File: config.mk
export PLATFORM = sky130hd
export DESIGN_NAME = decode_stage_v2
export DESIGN_NICKNAME = d
export VERILOG_FILES = /design/src/rtl/decode_stage_v2.sv
export SDC_FILE = /design/constraint.sdc
export NUM_CORES = 2
export LEC_CHECK = 0
export BUFFER_PORTS_ARGS = -buffer_cell sky130_fd_sc_hd__buf_2
export CORE_MARGIN = 2
export CORE_UTILIZATION = 62
export CTS_CLUSTER_DIAMETER = 50
export DETAILED_ROUTE_END_ITERATION = 10
export PLACE_DENSITY = 0.8
export SLEW_MARGIN = 20
export SYNTH_ARGS = -nofsm -noshare
export SYNTH_HDL_FRONTEND = slang
export SYNTH_SLANG_ARGS = --single-unit
File: constraint.sdc
create_clock -name i_clk -period 2.9 [get_ports i_clk]
set_input_delay 0 -clock i_clk [delete_from_list [all_inputs] [get_ports i_clk]]
set_output_delay 0 -clock i_clk [all_outputs]
set_load 0.02 [all_outputs]
File: src/rtl/decode_stage_v2.sv
// MIPS decode stage: field decode, register file, load-use stall and a registered ID/EX stage.
// Optional build macro DECODE_WB_BYPASS_EN forwards a same-cycle WB write into the captured operands.
module decode_stage_v2 #(
  parameter int               NBITS    = 32,
  parameter int               NREGS    = 32,
  parameter logic [NBITS-1:0] PC_RESET = {NBITS{1'b0}}
) (
  input  logic                     i_clk,
  input  logic                     i_rst,
  input  logic                     i_valid,
  output logic                     o_ready,
  input  logic [NBITS-1:0]         i_pc,
  input  logic [NBITS-1:0]         i_instruction,
  input  logic                     i_flush,
  input  logic                     i_wb_en,
  input  logic [$clog2(NREGS)-1:0] i_wb_sel,
  input  logic [NBITS-1:0]         i_wb_data,
  output logic                     o_valid,
  input  logic                     i_ready,
  output logic [NBITS-1:0]         o_pc,
  output logic [NBITS-1:0]         o_rs_data,
  output logic [NBITS-1:0]         o_rt_data,
  output logic [NBITS-1:0]         o_imm_ext,
  output logic [$clog2(NREGS)-1:0] o_rs,
  output logic [$clog2(NREGS)-1:0] o_rt,
  output logic [$clog2(NREGS)-1:0] o_wr_reg,
  output logic [3:0]               o_alu_op,
  output logic                     o_alu_src_imm,
  output logic                     o_reg_wr,
  output logic                     o_mem_rd,
  output logic                     o_mem_wr,
  output logic                     o_branch_eq,
  output logic                     o_branch_ne,
  output logic                     o_jump,
  output logic                     o_jump_reg,
  output logic                     o_link,
  output logic                     o_illegal
);
  localparam int RA = $clog2(NREGS);

  localparam logic [5:0] OP_RTYPE = 6'h00, OP_J     = 6'h02, OP_JAL   = 6'h03;
  localparam logic [5:0] OP_BEQ   = 6'h04, OP_BNE   = 6'h05, OP_ADDIU = 6'h09;
  localparam logic [5:0] OP_SLTI  = 6'h0A, OP_SLTIU = 6'h0B, OP_ANDI  = 6'h0C;
  localparam logic [5:0] OP_ORI   = 6'h0D, OP_XORI  = 6'h0E, OP_LUI   = 6'h0F;
  localparam logic [5:0] OP_LW    = 6'h23, OP_SW    = 6'h2B;

  localparam logic [5:0] F_SLL  = 6'h00, F_SRL  = 6'h02, F_SRA = 6'h03, F_JR  = 6'h08;
  localparam logic [5:0] F_JALR = 6'h09, F_ADDU = 6'h21, F_SUBU = 6'h23, F_AND = 6'h24;
  localparam logic [5:0] F_OR   = 6'h25, F_XOR  = 6'h26, F_NOR  = 6'h27, F_SLT = 6'h2A;
  localparam logic [5:0] F_SLTU = 6'h2B;

  localparam logic [3:0] ALU_ADD = 4'd0, ALU_SUB = 4'd1, ALU_AND  = 4'd2,  ALU_OR  = 4'd3;
  localparam logic [3:0] ALU_XOR = 4'd4, ALU_NOR = 4'd5, ALU_SLT  = 4'd6,  ALU_SLTU = 4'd7;
  localparam logic [3:0] ALU_SLL = 4'd8, ALU_SRL = 4'd9, ALU_SRA  = 4'd10, ALU_LUI = 4'd11;

  localparam logic [4:0] LINK_REG = 5'd31;

  typedef struct packed {
    logic             valid;
    logic [NBITS-1:0] pc;
    logic [NBITS-1:0] rs_data;
    logic [NBITS-1:0] rt_data;
    logic [NBITS-1:0] imm_ext;
    logic [RA-1:0]    rs;
    logic [RA-1:0]    rt;
    logic [RA-1:0]    wr_reg;
    logic [3:0]       alu_op;
    logic             alu_src_imm;
    logic             reg_wr;
    logic             mem_rd;
    logic             mem_wr;
    logic             branch_eq;
    logic             branch_ne;
    logic             jump;
    logic             jump_reg;
    logic             link;
    logic             illegal;
  } idex_t;

  function automatic idex_t idex_clear();
    idex_t c;
    c    = '0;
    c.pc = PC_RESET;
    return c;
  endfunction

  logic [NBITS-1:0] regs_r [NREGS];
  idex_t            idex_r;
  idex_t            dec_s;
  logic [5:0]       opcode_s, funct_s;
  logic [15:0]      imm16_s;
  logic [RA-1:0]    rs_idx_s, rt_idx_s, rd_idx_s;
  logic [NBITS-1:0] rs_data_s, rt_data_s;
  logic [NBITS-1:0] imm_sext_s, imm_zext_s, imm_lui_s, imm_jtgt_s, imm_shamt_s;
  logic             wb_write_s, reads_rt_s, hazard_s, load_s;

  assign opcode_s    = i_instruction[31:26];
  assign funct_s     = i_instruction[5:0];
  assign imm16_s     = i_instruction[15:0];
  assign rs_idx_s    = i_instruction[21 +: RA];
  assign rt_idx_s    = i_instruction[16 +: RA];
  assign rd_idx_s    = i_instruction[11 +: RA];
  assign imm_sext_s  = {{(NBITS-16){imm16_s[15]}}, imm16_s};
  assign imm_zext_s  = {{(NBITS-16){1'b0}}, imm16_s};
  assign imm_lui_s   = imm_zext_s << 5'd16;
  assign imm_jtgt_s  = {{(NBITS-26){1'b0}}, i_instruction[25:0]};
  assign imm_shamt_s = {{(NBITS-5){1'b0}}, i_instruction[10:6]};
  assign wb_write_s  = i_wb_en & (i_wb_sel != {RA{1'b0}});

  // Register file storage; r0 is never written.
  always_ff @(posedge i_clk or negedge i_rst) begin
    if (!i_rst) begin
      for (int i = 0; i < NREGS; i++) regs_r[i] <= {NBITS{1'b0}};
    end else if (wb_write_s) begin
      regs_r[i_wb_sel] <= i_wb_data;
    end
  end

  // Operand read ports, r0 hard-wired to zero.
  always_comb begin
    if (rs_idx_s == {RA{1'b0}}) rs_data_s = {NBITS{1'b0}};
`ifdef DECODE_WB_BYPASS_EN
    else if (wb_write_s && (i_wb_sel == rs_idx_s)) rs_data_s = i_wb_data;
`endif
    else rs_data_s = regs_r[rs_idx_s];

    if (rt_idx_s == {RA{1'b0}}) rt_data_s = {NBITS{1'b0}};
`ifdef DECODE_WB_BYPASS_EN
    else if (wb_write_s && (i_wb_sel == rt_idx_s)) rt_data_s = i_wb_data;
`endif
    else rt_data_s = regs_r[rt_idx_s];
  end

  // Instruction decode into the next ID/EX contents.
  always_comb begin
    dec_s         = idex_clear();
    dec_s.valid   = 1'b1;
    dec_s.pc      = i_pc;
    dec_s.rs_data = rs_data_s;
    dec_s.rt_data = rt_data_s;
    dec_s.rs      = rs_idx_s;
    dec_s.rt      = rt_idx_s;
    reads_rt_s    = 1'b0;
    case (opcode_s)
      OP_RTYPE: begin
        reads_rt_s   = 1'b1;
        dec_s.wr_reg = rd_idx_s;
        dec_s.reg_wr = 1'b1;
        case (funct_s)
          F_ADDU: dec_s.alu_op = ALU_ADD;
          F_SUBU: dec_s.alu_op = ALU_SUB;
          F_AND:  dec_s.alu_op = ALU_AND;
          F_OR:   dec_s.alu_op = ALU_OR;
          F_XOR:  dec_s.alu_op = ALU_XOR;
          F_NOR:  dec_s.alu_op = ALU_NOR;
          F_SLT:  dec_s.alu_op = ALU_SLT;
          F_SLTU: dec_s.alu_op = ALU_SLTU;
          F_SLL:  begin dec_s.alu_op = ALU_SLL; dec_s.imm_ext = imm_shamt_s; end
          F_SRL:  begin dec_s.alu_op = ALU_SRL; dec_s.imm_ext = imm_shamt_s; end
          F_SRA:  begin dec_s.alu_op = ALU_SRA; dec_s.imm_ext = imm_shamt_s; end
          F_JR:   begin dec_s.jump_reg = 1'b1; dec_s.reg_wr = 1'b0; end
          F_JALR: begin dec_s.jump_reg = 1'b1; dec_s.link = 1'b1; end
          default: begin dec_s.illegal = 1'b1; dec_s.reg_wr = 1'b0; end
        endcase
      end
      OP_ADDIU, OP_SLTI, OP_SLTIU, OP_ANDI, OP_ORI, OP_XORI, OP_LUI, OP_LW: begin
        dec_s.wr_reg      = rt_idx_s;
        dec_s.reg_wr      = 1'b1;
        dec_s.alu_src_imm = 1'b1;
        dec_s.imm_ext     = imm_sext_s;
        case (opcode_s)
          OP_SLTI:  dec_s.alu_op = ALU_SLT;
          OP_SLTIU: dec_s.alu_op = ALU_SLTU;
          OP_ANDI:  begin dec_s.alu_op = ALU_AND; dec_s.imm_ext = imm_zext_s; end
          OP_ORI:   begin dec_s.alu_op = ALU_OR;  dec_s.imm_ext = imm_zext_s; end
          OP_XORI:  begin dec_s.alu_op = ALU_XOR; dec_s.imm_ext = imm_zext_s; end
          OP_LUI:   begin dec_s.alu_op = ALU_LUI; dec_s.imm_ext = imm_lui_s;  end
          OP_LW:    begin dec_s.alu_op = ALU_ADD; dec_s.mem_rd = 1'b1; end
          default:  dec_s.alu_op = ALU_ADD;
        endcase
      end
      OP_SW: begin
        reads_rt_s        = 1'b1;
        dec_s.wr_reg      = rt_idx_s;
        dec_s.alu_src_imm = 1'b1;
        dec_s.mem_wr      = 1'b1;
        dec_s.imm_ext     = imm_sext_s;
      end
      OP_BEQ, OP_BNE: begin
        reads_rt_s      = 1'b1;
        dec_s.wr_reg    = rt_idx_s;
        dec_s.alu_op    = ALU_SUB;
        dec_s.imm_ext   = imm_sext_s;
        dec_s.branch_eq = (opcode_s == OP_BEQ);
        dec_s.branch_ne = (opcode_s == OP_BNE);
      end
      OP_J: begin
        dec_s.jump    = 1'b1;
        dec_s.imm_ext = imm_jtgt_s;
      end
      OP_JAL: begin
        dec_s.jump    = 1'b1;
        dec_s.link    = 1'b1;
        dec_s.reg_wr  = 1'b1;
        dec_s.wr_reg  = LINK_REG[RA-1:0];
        dec_s.imm_ext = imm_jtgt_s;
      end
      default: dec_s.illegal = 1'b1;
    endcase
  end

  // A load in ID/EX whose target feeds the instruction in decode forces one bubble.
  assign hazard_s = idex_r.valid & idex_r.mem_rd & (idex_r.wr_reg != {RA{1'b0}}) &
                    ((idex_r.wr_reg == rs_idx_s) | ((idex_r.wr_reg == rt_idx_s) & reads_rt_s));
  assign load_s   = ~idex_r.valid | i_ready;
  assign o_ready  = i_flush | (load_s & ~hazard_s);

  // ID/EX pipeline register: flush, load (instruction or bubble) or hold.
  always_ff @(posedge i_clk or negedge i_rst) begin
    if (!i_rst) begin
      idex_r <= idex_clear();
    end else if (i_flush) begin
      idex_r <= idex_clear();
    end else if (load_s) begin
      if (i_valid && !hazard_s) idex_r <= dec_s;
      else                      idex_r <= idex_clear();
    end
  end

  assign o_valid       = idex_r.valid;
  assign o_pc          = idex_r.pc;
  assign o_rs_data     = idex_r.rs_data;
  assign o_rt_data     = idex_r.rt_data;
  assign o_imm_ext     = idex_r.imm_ext;
  assign o_rs          = idex_r.rs;
  assign o_rt          = idex_r.rt;
  assign o_wr_reg      = idex_r.wr_reg;
  assign o_alu_op      = idex_r.alu_op;
  assign o_alu_src_imm = idex_r.alu_src_imm;
  assign o_reg_wr      = idex_r.reg_wr;
  assign o_mem_rd      = idex_r.mem_rd;
  assign o_mem_wr      = idex_r.mem_wr;
  assign o_branch_eq   = idex_r.branch_eq;
  assign o_branch_ne   = idex_r.branch_ne;
  assign o_jump        = idex_r.jump;
  assign o_jump_reg    = idex_r.jump_reg;
  assign o_link        = idex_r.link;
  assign o_illegal     = idex_r.illegal;

endmodule

# --- Word level (Yosys, flattened, before mapping) ---
# Index checks and enable logic that the tools add are counted.
classes:
  n_lt_le_gt_ge: 4
  n_eq_ne: 27
  n_mux: 36
  bitwise: 14
  reduce_logical: 24
ops:
  columns: ["operator", "count"]
  rows:
  - ["bitwise mux 1024 bit", 1]
  - ["two-way mux 158 bit", 3]
  - ["binary-select mux 32 bit (select 5 bit)", 2]
  - ["two-way mux 32 bit", 7]
  - ["demux 32 bit (select 5 bit)", 1]
  - ["case mux 32 bit (4 select lines)", 1]
  - ["case mux 32 bit (2 select lines)", 1]
  - ["equality test 6 bit (second input constant)", 10]
  - ["equality test 6 x 4 -> 1 bit (second input constant)", 9]
  - ["case mux 4 bit (10 select lines)", 1]
  - ["OR reduction 13 bit", 2]
  - ["equality test 6 x 2 -> 1 bit (second input constant)", 4]
  - ["case mux 4 bit (6 select lines)", 1]
  - [">= comparator 6 bit (second input constant)", 3]
  - ["NOT 5 -> 6 bit", 3]
  - ["OR reduction 9 bit", 2]
  - ["case mux 5 bit (3 select lines)", 1]
  - ["equality test 6 x 3 -> 1 bit (second input constant)", 2]
  - ["logical NOT 6 bit", 2]
  - ["case mux 4 bit (3 select lines)", 1]
  - ["OR reduction 12 bit", 1]
  - ["two-way mux 1 bit", 11]
  - ["OR reduction 11 bit", 1]
  - ["equality test 5 bit", 2]
  - ["16 further kinds", 33]
totals:
  ff_bits: 1182
  input_bits: 107
  out_inout_bits: 159
  elab_cells: 156

# --- Longest topological paths before layout ---
depth:
  depth_word: 11
  ltp_mapped: 10
  ltp_nobuf: 6

# --- Worst setup path before layout ---
# No wires, ideal clock.
synth_path:
  path_type: "flip-flop to flip-flop"
  start: "register idex_r, in the netlist o_wr_reg[0]"
  end: "register idex_r, in the netlist o_rs_data[2]"
  setup_time_ns: 0.068
  t_arrival_ns: 2.443
  required_time_ns: 2.832
  slack_ns: 0.389
  stages_incl_launch_ff: 9
  path_buffers: 2
  period_less_slack_ns: 2.511
  path_cell_list: "dfrtp_1 or4_1 o21ai_2 o31ai_1 or4b_1 buf_6 a31oi_4 buf_6 a32o_1"
synth_via:
  elab_chain_len: 9
  elab_cells_between_ends: 12
  classes_between: "eq/ne: 2; mux: 3; bitwise: 4; reduce/logical: 3"
synth_lines:
  columns: ["item", "line", "source"]
  rows:
  - ["start, declared", "88", "idex_t idex_r;"]
  - ["start signal, assigned", "221", "idex_r <= idex_clear();"]
  - ["start signal, assigned", "223", "idex_r <= idex_clear();"]
  - ["start signal, assigned", "225", "if (i_valid && !hazard_s) idex_r <= dec_s;"]
  - ["equality test 5 bit", "214", "((idex_r.wr_reg == rs_idx_s) | ((idex_r.wr_reg == rt_idx_s) & reads_rt_s));"]
  - ["bitwise AND 1 bit", "214", null]
  - ["bitwise OR 1 bit", "214", null]
  - ["bitwise AND 1 bit (*)", "213", "assign hazard_s = idex_r.valid & idex_r.mem_rd & (idex_r.wr_reg != {RA{1'b0}}) &"]
  - ["logical NOT 1 bit (*)", "225", null]
  - ["logical AND 1 bit (*)", "225", null]
  - ["two-way mux 158 bit (*)", "225", null]
  - ["two-way mux 158 bit (*)", "224", "end else if (load_s) begin"]
  - ["two-way mux 158 bit (*)", "222", "end else if (i_flush) begin"]
# Mark *: on every way between the ends. The rest lies on a longest branch, timed or not. The select of a mux whose other input is x is not followed.
# A chain may end at the register's enable or synchronous reset.

# --- Final worst setup path ---
layout_path:
  start: "register idex_r, in the netlist o_wr_reg[1]"
  end: "register idex_r, in the netlist o_imm_ext[1]"
# The elaborated chain is that of the path after synthesis.

==> run summary <==
global-route wire length before repair - 294 mm
PD cells - 678 nW/um^2
synth top area cells - dfrtp_1, mux2_2, mux4_2
number of global-route vias before repair - 45,200
Worst VDD drop - 0.486 mV
TritonCTS buffer count - 133
reg-to-reg endpoint - o_imm_ext[1]$_DFFE_PN0P_
post-DP HPWL - 117 mm
Layout Nets - 4,643
Finished Cell Area - 70,000 um^2
vias per inst - 7.46
Yosys top cell by area - dfrtp_1
Post-synth EDFFs - 0
RD Place Congestion - 0.923
worst reg2reg setup slack - 0.06 ns
top_reg_cell synth - dfrtp_1
Slew @ Worst Pin - 1.05 ns
chip height - 315 um
Core Region - 96,400 um^2
asr flop ratio synth - 100%
register with the most flip-flops - regs_r
post-route core utilization - 72.6%
clk root buf - clkbuf_16
Initial Util - 62.4%
synth warn - 0
most common cell after layout, fill and taps aside - dfrtp_1
crit path capture - o_imm_ext[1]$_DFFE_PN0P_
Routed WL - 199 mm
final setup fails - 0
I/O Buffers - 265
area growth from synthesis to final layout - 16.4%
Hold Fails Final Rpt - 0
post-synth cell types - 58
Yosys reg bits - 1,182
Clock Pin Slew Worst Setup and Hold Paths - 0.06 ns
drt pass-1 iters - 7
worst-path maximum fanout - 14
WHS - 0.0556 ns
Cell Area, Placed - 64,000 um^2
Site Rows - 114
Slew Limit Fails - 0
die area - 99,500 um^2
Post-Syn Instances - 4,232
fmax - 353 MHz
clock sink count - 1,182
vias after detailed routing - 44,100
Layout Skew - 0.0231 ns
largest net degree at the start of global routing - 106
I/O Pins - 266
Total Power - 0.0475 W
CP arrival - 3.50 ns
Skew-Pair Late Insertion Delay - 0.75 ns
Slew headroom - 30.0%
antenna-violating nets left - 0
Mean Syn Cell Area - 14.2 um^2
Syn Nets - 4,339
Critical Path End Type - flop
cells on worst reg2reg path - 7
Worst Setup SP - o_wr_reg[1]$_DFFE_PN0P_
CP required - 3.57 ns
Setup CP Type - flop to flop
commonest cells after routing, fill and taps aside - dfrtp_1, mux2_2, mux4_2
share of the synthesized area in the top cell type - 49.2%
GRT Total Usage - 40.2%
TritonCTS clock tree - yes
Hold Path Class - primary input to flop
wire length per cell - 33.7 um
die width - 315 um
# fillers - 5,947
post-synthesis cell area - 60,200 um^2
leakage - 31.4 nW
Reg2Reg Launch Point - o_wr_reg[1]$_DFFE_PN0P_
max reg flops - 1,024
DRC violations left - 0
run status - completed
final clock period utilization by the worst path - 97.8%
Starting DRT DRC Count - 5,833
Max-Cap Viols - 0
WHS Path Cells - 3
GR Overflow Total - 0
crit path time final - 2.84 ns
post-synthesis sequential area ratio - 49.2%
level count of the clock H-tree - 4
Clock Path Buffers - 3
initial antenna violation count - 14
startpoint types - flop
layout cell share with drive strength beyond 1 - 46.3%
==> Yosys cell counts, types with 24 or more instances <==
cell type     n
nand2_1     102
mux4_2      382
buf_2        51
a22o_1      138
o21ai_0      40
a32o_1       24
a311oi_1     40
clkbuf_1    329
a211oi_1     38
nor2_1       55
a22oi_1      88
mux2i_1     256
dfrtp_1    1182
nand3_1      51
mux2_2     1000
o221ai_1     63
a21oi_1      83
buf_1        92
o22ai_1      59
==> what timing repair did <==
item                                    CTS  global route
resized for setup                         0            15
endpoints found under the hold margin  2025             0
hold buffers                            148             0
setup endpoints to repair                 0             8
setup buffers                             0             4
==> cell type report <==
class	instances	area, um^2	area share, %
sequential	1182	29600	42.2
multi-input combinational	2568	28900	41.3
timing repair buffer	647	5470	7.81
clock buffer	192	3910	5.58
tap	1276	1600	2.28
clock inverter	46	529	0.756
inverter	4	15.0	0.0214
antenna	3	7.51	0.0107
==> report_power, final <==
part	internal, W	leakage, nW	total [W]	switching (W)
clock	0.0101	2.17	0.0171	0.00696
sequential	0.0193	15.3	0.0215	0.00222
combinational	0.00508	13.9	0.00890	0.00383
total	0.0345	31.4	0.0475	0.0130
==> through the flow <==
stage,setup TNS (ns),instances,setup slack [ns]
after detailed placement,0,5524,0.166
after global routing,-0.117,5916,-0.0288
after floorplan,0,4232,0.389
after global placement,0,5522,0.152
final,0,5918,0.0639
after CTS,0,5910,0.0487
==> routing by layer <==
layer / wire length [um] / share of wire, % / global-route usage [%]
met1: 71700 / 36 / 53.0
met2: 88400 / 44 / 59.7
met3: 26100 / 13 / 13.0
met4: 12800 / 6.4 / 22.2
met5: 129 / 0.065 / 0
==> cells by family (layout without fill, tap and decap cells) <==
| group | Yosys count | count (layout) | share of synthesized area, % |
|---|---|---|---|
| muxes | 1638 | 1638 | 37.3 |
| AOI/OAI and AO/OA | 634 | 634 | 7.96 |
| other | 0 | 3 | 0 |
| DFF | 1182 | 1182 | 49.2 |
| and+or+nand+nor | 285 | 285 | 2.26 |
| buffers and inverters | 482 | 889 | 3.18 |
| xor gates and xnor gates | 11 | 11 | 0.160 |
==> worst max-delay path, stage by stage, from the launching register on <==
cell and delay, ns:
dfrtp_2 0.42, or4_4 0.52, o21ai_2 0.23, o31ai_4 0.12
or4b_4 0.60, buf_12 0.18, o21ai_1 0.12, dlygate4sd3_1 0.57
==> worst min-delay path by stage <==
stage                               to              start  slack [ns]
2_1_floorplan  o_alu_op[0]$_DFFE_PN0P_              i_rst       -0.30
3_3_place_gp   regs_r[709]$_DFFE_PN0P_              i_rst        0.05
3_5_place_dp   regs_r[741]$_DFFE_PN0P_              i_rst        0.03
4_1_cts            o_rs[1]$_DFFE_PN0P_  i_instruction[22]        0.01
5_1_grt            o_rs[1]$_DFFE_PN0P_  i_instruction[22]        0.04
6_report           o_rs[1]$_DFFE_PN0P_  i_instruction[22]        0.06
Power figures use the tool's default switching activity.
